[src/rtl/arp_frame_generator_param_pkg.sv]
// Shared constants, types and the byte-wide CRC-32 step used by the ARP frame generator.
// CRC arithmetic is in the reflected (LSB-first) form that Ethernet transmits.
package arp_frame_generator_param_pkg;

  typedef logic [47:0] mac_address;
  typedef logic [31:0] ip_address;
  typedef logic [15:0] arp_operator;
  typedef logic [15:0] vlan_tci_t;

  localparam logic [15:0] ETHERTYPE_ARP  = 16'h0806;
  localparam logic [15:0] ETHERTYPE_VLAN = 16'h8100;
  localparam logic [15:0] ARP_HTYPE      = 16'h0001;
  localparam logic [15:0] ARP_PTYPE      = 16'h0800;
  localparam logic [7:0]  ARP_HLEN       = 8'h06;
  localparam logic [7:0]  ARP_PLEN       = 8'h04;

  localparam int MIN_FRAME_NOFCS = 60;
  localparam int ARP_BODY_BYTES  = 28;
  localparam int FCS_BYTES       = 4;

  localparam logic [7:0]  PREAMBLE_BYTE = 8'h55;
  localparam logic [7:0]  SFD_BYTE      = 8'hD5;
  localparam logic [31:0] CRC_INIT      = 32'hFFFF_FFFF;
  localparam logic [31:0] CRC_POLY_REFL = 32'hEDB8_8320;

  typedef enum logic [2:0] {
    ST_IDLE,
    ST_PREAMBLE,
    ST_SFD,
    ST_HDR,
    ST_ARP,
    ST_PAD,
    ST_FCS,
    ST_IFG
  } arp_state_e;

  // One byte of reflected CRC-32; 0x04C11DB7 bit-reversed is 0xEDB88320.
  function automatic logic [31:0] crc32_step(input logic [31:0] crc, input logic [7:0] data);
    logic [31:0] c;
    c = crc ^ {24'h0, data};
    for (int i = 0; i < 8; i++) begin
      c = c[0] ? ((c >> 1) ^ CRC_POLY_REFL) : (c >> 1);
    end
    return c;
  endfunction

endpackage

[src/rtl/arp_frame_generator_param_fcs_gen.sv]
// Byte-wide CRC-32 accumulator: clear reloads the seed, enable folds in one byte per cycle.
// fcs_byte presents the complemented register, byte idx 0 being the first on the wire.
module arp_frame_generator_param_fcs_gen
  import arp_frame_generator_param_pkg::*;
(
  input  logic       clk,
  input  logic       rst,
  input  logic       clr,
  input  logic       en,
  input  logic [7:0] data,
  input  logic [1:0] idx,
  output logic [7:0] fcs_byte
);

  logic [31:0] crc_q, crc_d;
  logic [31:0] fcs;

  always_comb begin
    crc_d = crc_q;
    if (clr) begin
      crc_d = CRC_INIT;
    end else if (en) begin
      crc_d = crc32_step(crc_q, data);
    end
  end

  always_ff @(posedge clk) begin
    if (rst) begin
      crc_q <= CRC_INIT;
    end else begin
      crc_q <= crc_d;
    end
  end

  assign fcs = ~crc_q;

  always_comb begin
    fcs_byte = fcs[7:0];
    case (idx)
      2'd0: fcs_byte = fcs[7:0];
      2'd1: fcs_byte = fcs[15:8];
      2'd2: fcs_byte = fcs[23:16];
      2'd3: fcs_byte = fcs[31:24];
      default: fcs_byte = fcs[7:0];
    endcase
  end

endmodule

[src/rtl/arp_frame_generator_param.sv]
// Complete Ethernet II ARP frame source on a GMII byte interface (preamble to FCS, then gap).
// Handshake: req is a level; it is taken when the generator is idle (or on the final gap cycle),
// busy rises on the accepting edge and stays high through the last gap cycle, done pulses once.
module arp_frame_generator_param
  import arp_frame_generator_param_pkg::*;
#(
  parameter int unsigned PREAMBLE_BYTES = 7,
  parameter int unsigned IFG_BYTES      = 12,
  parameter bit          VLAN_EN        = 1'b0
) (
  input  logic        clk,
  input  logic        rst,
  input  logic        req,
  input  logic [15:0] operator,
  input  logic [47:0] src_mac_add,
  input  logic [47:0] des_mac_add,
  input  logic [31:0] src_ip_add,
  input  logic [31:0] des_ip_add,
  input  logic [15:0] vlan_tci,
  output logic        busy,
  output logic        done,
  output logic        gmii_tx_en,
  output logic [7:0]  gmii_txd,
  output logic        gmii_tx_er
);

  localparam int HDR_LEN = VLAN_EN ? 18 : 14;
  localparam int PAD_LEN = MIN_FRAME_NOFCS - HDR_LEN - ARP_BODY_BYTES;

  localparam logic [7:0] PRE_LAST = 8'(PREAMBLE_BYTES - 1);
  localparam logic [7:0] HDR_LAST = 8'(HDR_LEN - 1);
  localparam logic [7:0] ARP_LAST = 8'(ARP_BODY_BYTES - 1);
  localparam logic [7:0] PAD_LAST = 8'(PAD_LEN - 1);
  localparam logic [7:0] FCS_LAST = 8'(FCS_BYTES - 1);
  localparam logic [7:0] IFG_LAST = 8'(IFG_BYTES - 1);

  arp_state_e  state_q, state_d;
  logic [7:0]  cnt_q, cnt_d;

  mac_address  da_q, da_d, sa_q, sa_d, tha_q, tha_d;
  ip_address   spa_q, spa_d, tpa_q, tpa_d;
  arp_operator oper_q, oper_d;
  vlan_tci_t   tci_q, tci_d;

  logic        tx_en_q, tx_en_d;
  logic [7:0]  txd_q, txd_d;
  logic        busy_q, busy_d;
  logic        done_q, done_d;

  logic        accept;
  logic        crc_clr, crc_en;
  logic [7:0]  fcs_byte;

  logic [143:0] hdr_vec;
  logic [223:0] arp_vec;
  logic [7:0]   hdr_lsb, arp_lsb;
  logic [7:0]   hdr_byte, arp_byte;

  // Without VLAN the tag trails the 14 header bytes, so it is never shifted onto the wire.
  always_comb begin
    if (VLAN_EN) begin
      hdr_vec = {da_q, sa_q, ETHERTYPE_VLAN, tci_q, ETHERTYPE_ARP};
    end else begin
      hdr_vec = {da_q, sa_q, ETHERTYPE_ARP, ETHERTYPE_VLAN, tci_q};
    end
    arp_vec  = {ARP_HTYPE, ARP_PTYPE, ARP_HLEN, ARP_PLEN, oper_q,
                sa_q, spa_q, tha_q, tpa_q};
    hdr_lsb  = 8'd136 - {cnt_q[4:0], 3'b000};
    arp_lsb  = 8'd216 - {cnt_q[4:0], 3'b000};
    hdr_byte = hdr_vec[hdr_lsb +: 8];
    arp_byte = arp_vec[arp_lsb +: 8];
  end

  always_comb begin
    state_d = state_q;
    cnt_d   = cnt_q + 8'd1;
    da_d    = da_q;
    sa_d    = sa_q;
    tha_d   = tha_q;
    spa_d   = spa_q;
    tpa_d   = tpa_q;
    oper_d  = oper_q;
    tci_d   = tci_q;
    tx_en_d = 1'b0;
    txd_d   = 8'h00;
    busy_d  = 1'b1;
    done_d  = 1'b0;
    crc_clr = 1'b0;
    crc_en  = 1'b0;
    accept  = 1'b0;

    case (state_q)
      ST_IDLE: begin
        busy_d = req;
        cnt_d  = 8'd0;
        if (req) begin
          accept  = 1'b1;
          state_d = ST_PREAMBLE;
        end
      end
      ST_PREAMBLE: begin
        tx_en_d = 1'b1;
        txd_d   = PREAMBLE_BYTE;
        if (cnt_q == PRE_LAST) begin
          state_d = ST_SFD;
          cnt_d   = 8'd0;
        end
      end
      ST_SFD: begin
        tx_en_d = 1'b1;
        txd_d   = SFD_BYTE;
        crc_clr = 1'b1;
        state_d = ST_HDR;
        cnt_d   = 8'd0;
      end
      ST_HDR: begin
        tx_en_d = 1'b1;
        txd_d   = hdr_byte;
        crc_en  = 1'b1;
        if (cnt_q == HDR_LAST) begin
          state_d = ST_ARP;
          cnt_d   = 8'd0;
        end
      end
      ST_ARP: begin
        tx_en_d = 1'b1;
        txd_d   = arp_byte;
        crc_en  = 1'b1;
        if (cnt_q == ARP_LAST) begin
          state_d = ST_PAD;
          cnt_d   = 8'd0;
        end
      end
      ST_PAD: begin
        tx_en_d = 1'b1;
        crc_en  = 1'b1;
        if (cnt_q == PAD_LAST) begin
          state_d = ST_FCS;
          cnt_d   = 8'd0;
        end
      end
      ST_FCS: begin
        tx_en_d = 1'b1;
        txd_d   = fcs_byte;
        if (cnt_q == FCS_LAST) begin
          state_d = ST_IFG;
          cnt_d   = 8'd0;
        end
      end
      ST_IFG: begin
        done_d = (cnt_q == 8'd0);
        // Re-accept on the final gap cycle so back-to-back frames see exactly IFG_BYTES idles.
        if (cnt_q == IFG_LAST) begin
          cnt_d = 8'd0;
          if (req) begin
            accept  = 1'b1;
            state_d = ST_PREAMBLE;
          end else begin
            state_d = ST_IDLE;
          end
        end
      end
      default: begin
        state_d = ST_IDLE;
        cnt_d   = 8'd0;
      end
    endcase

    if (accept) begin
      da_d   = (operator == 16'd1) ? 48'hFFFF_FFFF_FFFF : des_mac_add;
      tha_d  = (operator == 16'd1) ? 48'h0000_0000_0000 : des_mac_add;
      sa_d   = src_mac_add;
      spa_d  = src_ip_add;
      tpa_d  = des_ip_add;
      oper_d = operator;
      tci_d  = vlan_tci;
    end
  end

  always_ff @(posedge clk) begin
    if (rst) begin
      state_q <= ST_IDLE;
      cnt_q   <= 8'd0;
      da_q    <= '0;
      sa_q    <= '0;
      tha_q   <= '0;
      spa_q   <= '0;
      tpa_q   <= '0;
      oper_q  <= '0;
      tci_q   <= '0;
      tx_en_q <= 1'b0;
      txd_q   <= 8'h00;
      busy_q  <= 1'b0;
      done_q  <= 1'b0;
    end else begin
      state_q <= state_d;
      cnt_q   <= cnt_d;
      da_q    <= da_d;
      sa_q    <= sa_d;
      tha_q   <= tha_d;
      spa_q   <= spa_d;
      tpa_q   <= tpa_d;
      oper_q  <= oper_d;
      tci_q   <= tci_d;
      tx_en_q <= tx_en_d;
      txd_q   <= txd_d;
      busy_q  <= busy_d;
      done_q  <= done_d;
    end
  end

  arp_frame_generator_param_fcs_gen u_fcs (
    .clk      (clk),
    .rst      (rst),
    .clr      (crc_clr),
    .en       (crc_en),
    .data     (txd_d),
    .idx      (cnt_q[1:0]),
    .fcs_byte (fcs_byte)
  );

  assign busy       = busy_q;
  assign done       = done_q;
  assign gmii_tx_en = tx_en_q;
  assign gmii_txd   = txd_q;
  assign gmii_tx_er = 1'b0;

endmodule
[config.mk]
export PLATFORM = sky130hd
export DESIGN_NAME = arp_frame_generator_param
export DESIGN_NICKNAME = d
export VERILOG_FILES = /design/src/rtl/arp_frame_generator_param_pkg.sv /design/src/rtl/arp_frame_generator_param_fcs_gen.sv /design/src/rtl/arp_frame_generator_param.sv
export SDC_FILE = /design/constraint.sdc
export NUM_CORES = 1
export LEC_CHECK = 0
export ABC_AREA = 0
export CAP_MARGIN = 20
export CELL_PAD_IN_SITES_DETAIL_PLACEMENT = 0
export CELL_PAD_IN_SITES_GLOBAL_PLACEMENT = 2
export CORE_ASPECT_RATIO = 1.75
export CORE_MARGIN = 5
export CORE_UTILIZATION = 35
export DETAILED_ROUTE_END_ITERATION = 8
export PLACE_DENSITY_LB_ADDON = 0.1
export RECOVER_POWER = 25
export SYNTH_ARGS = -nofsm -noshare
export SYNTH_HDL_FRONTEND = slang
export SYNTH_SLANG_ARGS = --single-unit
export TNS_END_PERCENT = 100
[constraint.sdc]
create_clock -name clk -period 11.3 [get_ports clk]
set_clock_uncertainty 0.15 [all_clocks]
set_input_delay 1.13 -clock clk [delete_from_list [all_inputs] [get_ports clk]]
set_output_delay 1.13 -clock clk [all_outputs]
set_load 0.03 [all_outputs]
==> results of run 1 <==
## sequential cells by signal, indices dropped and copies added, names as in the netlist
signal and count:
tha_q 48, busy 1, da_q 48, done 1, gmii_txd 8, tci_q 16, u_fcs.crc_q 32, sa_q 48
state_q 3, cnt_q 8, oper_q 16, gmii_tx_en 1, tpa_q 32, spa_q 32
## synth_stat cells, drive strengths merged (8+ instances only)
cell type    n  area share, %
nand2      393             10
dfxtp      294             41
a21oi      230            8.0
nor3       114            4.0
clkbuf     111            2.9
nor2        97            2.5
nand3       62            2.2
mux2i       44            3.1
mux4        43            6.8
xnor2       33            2.2
buf         30            1.4
o21ai       30            1.0
nor2b       24            1.0
xor2        23            1.5
xnor3       16            2.5
a31oi       12           0.52
ha          12            1.0
mux2        11           0.86
inv         10           0.26
nand2b       9           0.39
nand4        9           0.39
a211oi       8           0.42
o211ai       8           0.42
## through the flow
step	instance area (um^2)	hold WS, ns
floorplan	14400	0.279
global route	17900	0.317
detailed placement	16700	0.292
global placement	16700	0.286
CTS	17900	0.301
finish	17900	0.300
## final timing paths
path,start,endpoint,slack [ns],depth (start not counted)
worst max-delay path,rst,u_fcs.crc_q[12],3.51,4
worst max register to register,cnt_q[1],u_fcs.crc_q[8],5.79,11
worst min register to register,tha_q[14],tha_q[14],0.30,2
worst min-delay path,tha_q[14],tha_q[14],0.30,2
## layer usage
metal	track usage (%)	up-vias
li1	-	6184
met1	26.4	6283
met2	48.3	288
met3	2.33	89
met4	8.76	0
met5	0	-
## power by group
group,switching [mW],total (mW),leakage [nW],internal [mW]
Combinational,0.919,1.67,3.48,0.750
Clock,0.448,1.17,0.581,0.717
Sequential,0.179,1.41,2.41,1.23
## cells by family (layout without fill, tap and decap cells)
logic type                 after synthesis  after routing  share of synthesized area, %
DFF                                    294            294                          40.9
other                                    1              1                        0.0260
and+or+nand+nor                        739            739                          22.3
buffers and inverters                  153            297                          4.61
AOI/OAI and AO/OA                      341            341                          13.7
adders and majority gates               12             12                          1.04
muxes                                   98             98                          10.7
xor gates and xnor gates                76             76                          6.79
## layout make-up
| type | count | area, um^2 |
|---|---|---|
| Clock buffer | 46 | 952 |
| Clock inverter | 12 | 218 |
| Fill cell | 4146 | 22900 |
| Inverter | 12 | 45.0 |
| Multi-Input combinational cell | 1267 | 7880 |
| Sequential cell | 294 | 5890 |
| Tap cell | 550 | 688 |
| Timing Repair Buffer | 227 | 2230 |
## worst max-delay path, stage by stage
cell	delay (ns)
clkbuf_1	3.60
clkbuf_1	2.34
a21oi_2	0.70
o211ai_1	0.30
==> metrics.md, run 1 <==
| Metric | Value |
|---|---|
| Status | `complete, but fails checks` |
| Violated checks | `capacitance limit, slew limit` |
| Inst Count DP | `2,349` |
| Post-synthesis register bit count | `294` |
| Clock latency of the later-clocked register in the worst-skew pair | `approximately 0.6 ns` |
| Max Used Layer | `met4` |
| Post-synthesis cell type count | `73` |
| Clock edge transition at the registers on the reported setup and hold paths | `about 0.07 ns` |
| Antenna diode count | `0` |
| Final critical delay including setup and external delays | `7.79 ns` |
| Core Footprint | `40,800 um^2` |
| Total of endpoints with negative setup slack in the final report | `0` |
| Vias | `12.8k` |
| Unrepaired setup endpoints after global routing | `no` |
| Least-Margin Pin Slew | `around 5.3 ns` |
| Number of standard-cell rows in the floorplan | `98` |
| Remaining global-route overflow | `0` |
| Final hold violation count | `0` |
| Root cell of the clock tree | `clkbuf_16` |
| Vias per cell | `between 5 and 6` |
| Max_cap viols | `2` |
| Path category of the worst min-delay check | `reg -> reg` |
| Number of buffers inserted by hold repair at cts | `0` |
| Slew HR | `-257%` |
| Leakage power | `6.48 nW` |
| Post-DP HPWL | `about 43 mm` |
| Sequential element share of the synthesized area | `between 40% and 50%` |
| Post-Place Worst Slack | `roughly 5.7 ns` |
| Endpoint class of the critical path | `register` |
| Horizontal extent of the die | `roughly 160 um` |
| Total global routing track utilization | `roughly a quarter` |
| Total routed wirelength | `57.3 mm` |
| Resized Gates After CTS | `0` |
| IO Port Bufs | `205` |
| Async set-or-reset flop fraction in the synthesized netlist | `0%` |
| Max rail drop VDD | `132 uV` |
| Clock Sink Count | `about 300` |
| Highest net fanout along the worst path | `around 110` |
| Initial core utilization | `35.3%` |
| Maximum root-to-sink buffer count | `3` |
| Largest net degree at the start of global routing | `196` |
| Y dimension of the die | `278 um` |
| Detailed-routing iteration count for the pre-antenna-repair pass | `5` |
| Category of the most critical setup path | `in -> reg` |
| Pins over their slew limit | `181` |
| Startpoint type of the worst setup path | `input port` |
| Post-Syn Nets | `1,921` |
| Post-route clock period utilization | `between 60% and 70%` |
| Routed length on met2 | `32.4 mm` |
| Number of standard cells in the final layout excluding fillers | `2,408` |
| Synthesized instance count | `about 1.7k` |
| Post-synthesis area per instance | `8.41 um^2` |
| Final worst-path setup slack | `3.51 ns` |
| Number of top-level pins | `207` |
| Final routed wire length divided by cell count | `23.8 um` |
| Number of nets in the layout | `2,040` |
| Post-CTS Setup Repair Bufs | `0` |
| Power density over the cells | `237 nW/um^2` |
| Last weighted congestion value of the routability-driven placer | `0.887` |
| Top library cells by usage in the layout, fill and taps aside | `nand2_1 (393), dfxtp_1 (291), a21oi_1 (228), clkdlybuf4s50_1 (193), nor3_1 (114)` |
| First-pass GRT wire length | `83.9 mm` |
| Data arrival time of the critical path | `8.12 ns` |
| EDFF count, synth | `0` |
| Yosys warns | `0` |
| Remaining antenna violation count | `0` |
| Number of buffers inserted during clock tree synthesis | `31` |
| Most common library cell in the layout ignoring fill and taps | `nand2_1` |
| Via count of the first global-routing pass | `13.2k` |
| Final Power | `4.25 mW` |
| Area growth from synthesis to layout | `24.3%` |
| Initial detailed-routing violation count | `roughly 940` |
| DRT met1 WL | `about 21 mm` |
| CTS tree | `yes` |
| Prevailing post-synth register cell | `dfxtp_1` |
| Worst EP required | `around 12 ns` |
| Fraction of final layout cells sized beyond drive strength 1 | `under 10%` |
| Post-Synthesis Cell Area | `14,400 um^2` |
| Met3 wire length | `1.83 mm` |
| Number of design rule violations left after detail routing | `0` |
| H-tree depth | `1` |
| Die outline area | `45,500 um^2` |
| Total negative slack for setup checks | `0 ns` |
| Layout Utilization | `43.9%` |
| Number of antenna violations at the first check in global routing | `0` |
| Maximum clock frequency | `128 MHz` |
Power figures use the tool's default switching activity.
==> inputs of run 2 (changes only) <==
CORE_UTILIZATION = 30   (was 35)
clock period = 6.65 ns   (was 11.3 ns; I/O delays follow)
==> run 2 against run 1 <==
Effect of this change: the flow still finishes with violations (capacitance limit, slew limit); cell count is 1.9% higher; worst hold slack lost 0.0016 ns; cell area is essentially flat; worst setup slack got worse by 2.2 ns; sequential power is 71% higher; critical path depth down 1; critical endpoint is now u_fcs.crc_q[10]; highest routed layer unchanged; global-route usage fell by 2.2 points; core utilization fell by 6.3 points.
==> metrics.md, run 2 (same netlist as run 1, synthesis figures left out) <==
| Metric | Value |
|---|---|
| Status | `complete, but fails checks` |
| Violated checks | `capacitance limit, slew limit` |
| Total routed wirelength | `60.2 mm` |
| Resized Gates After CTS | `0` |
| R2r startpoint | `cnt_q[1]` |
| Worst reg2reg path depth | `11` |
| Max_cap viols | `1` |
| Remaining global-route overflow | `0` |
| Last weighted congestion value of the routability-driven placer | `0.886` |
| Path category of the worst min-delay check | `reg -> reg` |
| Largest net degree at the start of global routing | `146` |
| Data arrival time of the critical path | `5.59 ns` |
| Total global routing track utilization | `22.2%` |
| Number of stages on the worst hold path | `2` |
| Top library cells by usage in the layout, fill and taps aside | `nand2_1 (393), dfxtp_1 (291), a21oi_1 (228), clkdlybuf4s50_1 (193), nor3_1 (114)` |
| Number of standard-cell rows in the floorplan | `106` |
| Horizontal extent of the die | `around 180 um` |
| Unrepaired setup endpoints after global routing | `no` |
| Initial core utilization | `a little under a third` |
| Fraction of final layout cells sized beyond drive strength 1 | `8.07%` |
| Register-to-register path setup slack | `1.57 ns` |
| Highest net fanout along the worst path | `113` |
| First-pass GRT wire length | `about 90 mm` |
| Y dimension of the die | `300 um` |
| Vias | `12.8k` |
| Start point of the worst hold path | `tha_q[25]` |
| Root cell of the clock tree | `clkbuf_16` |
| Initial detailed-routing violation count | `619` |
| Number of design rule violations left after detail routing | `0` |
| Endpoint of the worst hold-timing path | `tha_q[25]` |
| Pins over their slew limit | `approximately 110` |
| Slowest stage cell on the critical path | `clkdlybuf4s25_1` |
| Die outline area | `52,700 um^2` |
| Slew HR | `-222%` |
| Max rail drop VDD | `between 100 and 150 uV` |
| Total negative slack for setup checks | `0 ns` |
| IO Port Bufs | `about 200` |
| Number of top-level pins | `207` |
| Number of nets in the layout | `2,042` |
| Category of the most critical setup path | `in -> reg` |
| Final hold violation count | `0` |
| Number of antenna violations at the first check in global routing | `0` |
| Total of endpoints with negative setup slack in the final report | `0` |
| Least-Margin Pin Slew | `4.83 ns` |
| Vias per cell | `5.21` |
| Endpoint class of the critical path | `register` |
| Maximum clock frequency | `187 MHz` |
| Via count of the first global-routing pass | `13.3k` |
| Power density over the cells | `395 nW/um^2` |
| Clock Sink Count | `294` |
| Core Footprint | `47,600 um^2` |
| Post-place instance area | `16,800 um^2` |
| Post-route clock period utilization | `80.4%` |
| Clock latency of the later-clocked register in the worst-skew pair | `between 0.5 and 0.6 ns` |
| Clock edge transition at the registers on the reported setup and hold paths | `0.06 ns` |
| Leakage power | `6.45 nW` |
| Remaining antenna violation count | `0` |
| H-tree depth | `1` |
| Area growth from synthesis to layout | `24.2%` |
| Largest registers ranked by flip-flop count | `da_q: 48 flops, sa_q: 48 flops, tha_q: 48 flops` |
| Reg2Reg Capture Point | `u_fcs.crc_q[8]` |
| CTS tree | `yes` |
| Detailed-routing iteration count for the pre-antenna-repair pass | `5` |
| Largest delay contributor family on the critical path | `buffers and inverters` |
| Number of buffers inserted during clock tree synthesis | `31` |
| Number of standard cells in the final layout excluding fillers | `2,454` |
| Cell breakdown of the critical path | `clkdlybuf4s25_1 -> a21oi_2 -> o21ai_0` |
| Startpoint type of the worst setup path | `input port` |
| Inst Count DP | `2,396` |
| Most common library cell in the layout ignoring fill and taps | `nand2_1` |
| Final routed wire length divided by cell count | `24.5 um` |
| Worst EP required | `a little under 7 ns` |
| Maximum root-to-sink buffer count | `3` |
| Post-DP HPWL | `45.4 mm` |
| Count of buffer and inverter cells on the critical path | `1` |
| Final Power | `roughly 7.1 mW` |
| Post-CTS Setup Repair Bufs | `0` |
| Final critical delay including setup and external delays | `5.34 ns` |
| Maximum cell stage delay along the critical path | `2.46 ns` |
| Number of buffers inserted by hold repair at cts | `0` |
| Post-route cell area | `17,900 um^2` |
## run 2: report_power, final
group	leakage (nW)	switching (mW)	internal (mW)
registers	2.41	0.315	2.10
logic	3.50	1.57	1.28
clock network	0.533	0.753	1.06
total	6.45	2.64	4.44
## run 2: stage by stage
stage | util [%] | hold slack, ns | setup WS, ns
after floorplan | - | 0.279 | 2.30
after global placement | 35.4 | 0.287 | 1.67
after detailed placement | 35.4 | 0.293 | 1.58
after CTS | 37.6 | 0.302 | 1.55
after global routing | 37.6 | 0.317 | 0.750
final | 37.6 | 0.299 | 1.31
## run 2: cell type report
class | instances | area (um^2)
sequential | 294 | 5890
timing repair buffer | 229 | 2270
clock inverter | 10 | 104
clock buffer | 47 | 956
inverter | 12 | 45.0
fill | 4975 | 29700
antenna | 1 | 2.50
tap | 594 | 743
multi-input combinational | 1267 | 7880
## run 2: how the worst max path moves through the flow
stage | startpoint | endpoint | cells after the start
detailed placement | cnt_q[1] | u_fcs.crc_q[8] | 11
finish | rst | u_fcs.crc_q[10] | 3
CTS | cnt_q[1] | u_fcs.crc_q[8] | 11
global route | rst | u_fcs.crc_q[7] | 3
floorplan | cnt_q[1] | u_fcs.crc_q[8] | 15
global placement | cnt_q[0] | u_fcs.crc_q[17] | 10
## run 2: tightest hold or removal path, stage by stage (launching register included)
cell     delay, ns
dfxtp_1       0.30
nand2_1       0.05
a21oi_1       0.05
## run 2: layer usage
metal / track usage (%) / part of all wire [%]
met1: 24.0 / 37
met2: 45.3 / 58
met3: 2.15 / 2.8
met4: 5.74 / 2.5
met5: 0 / 0
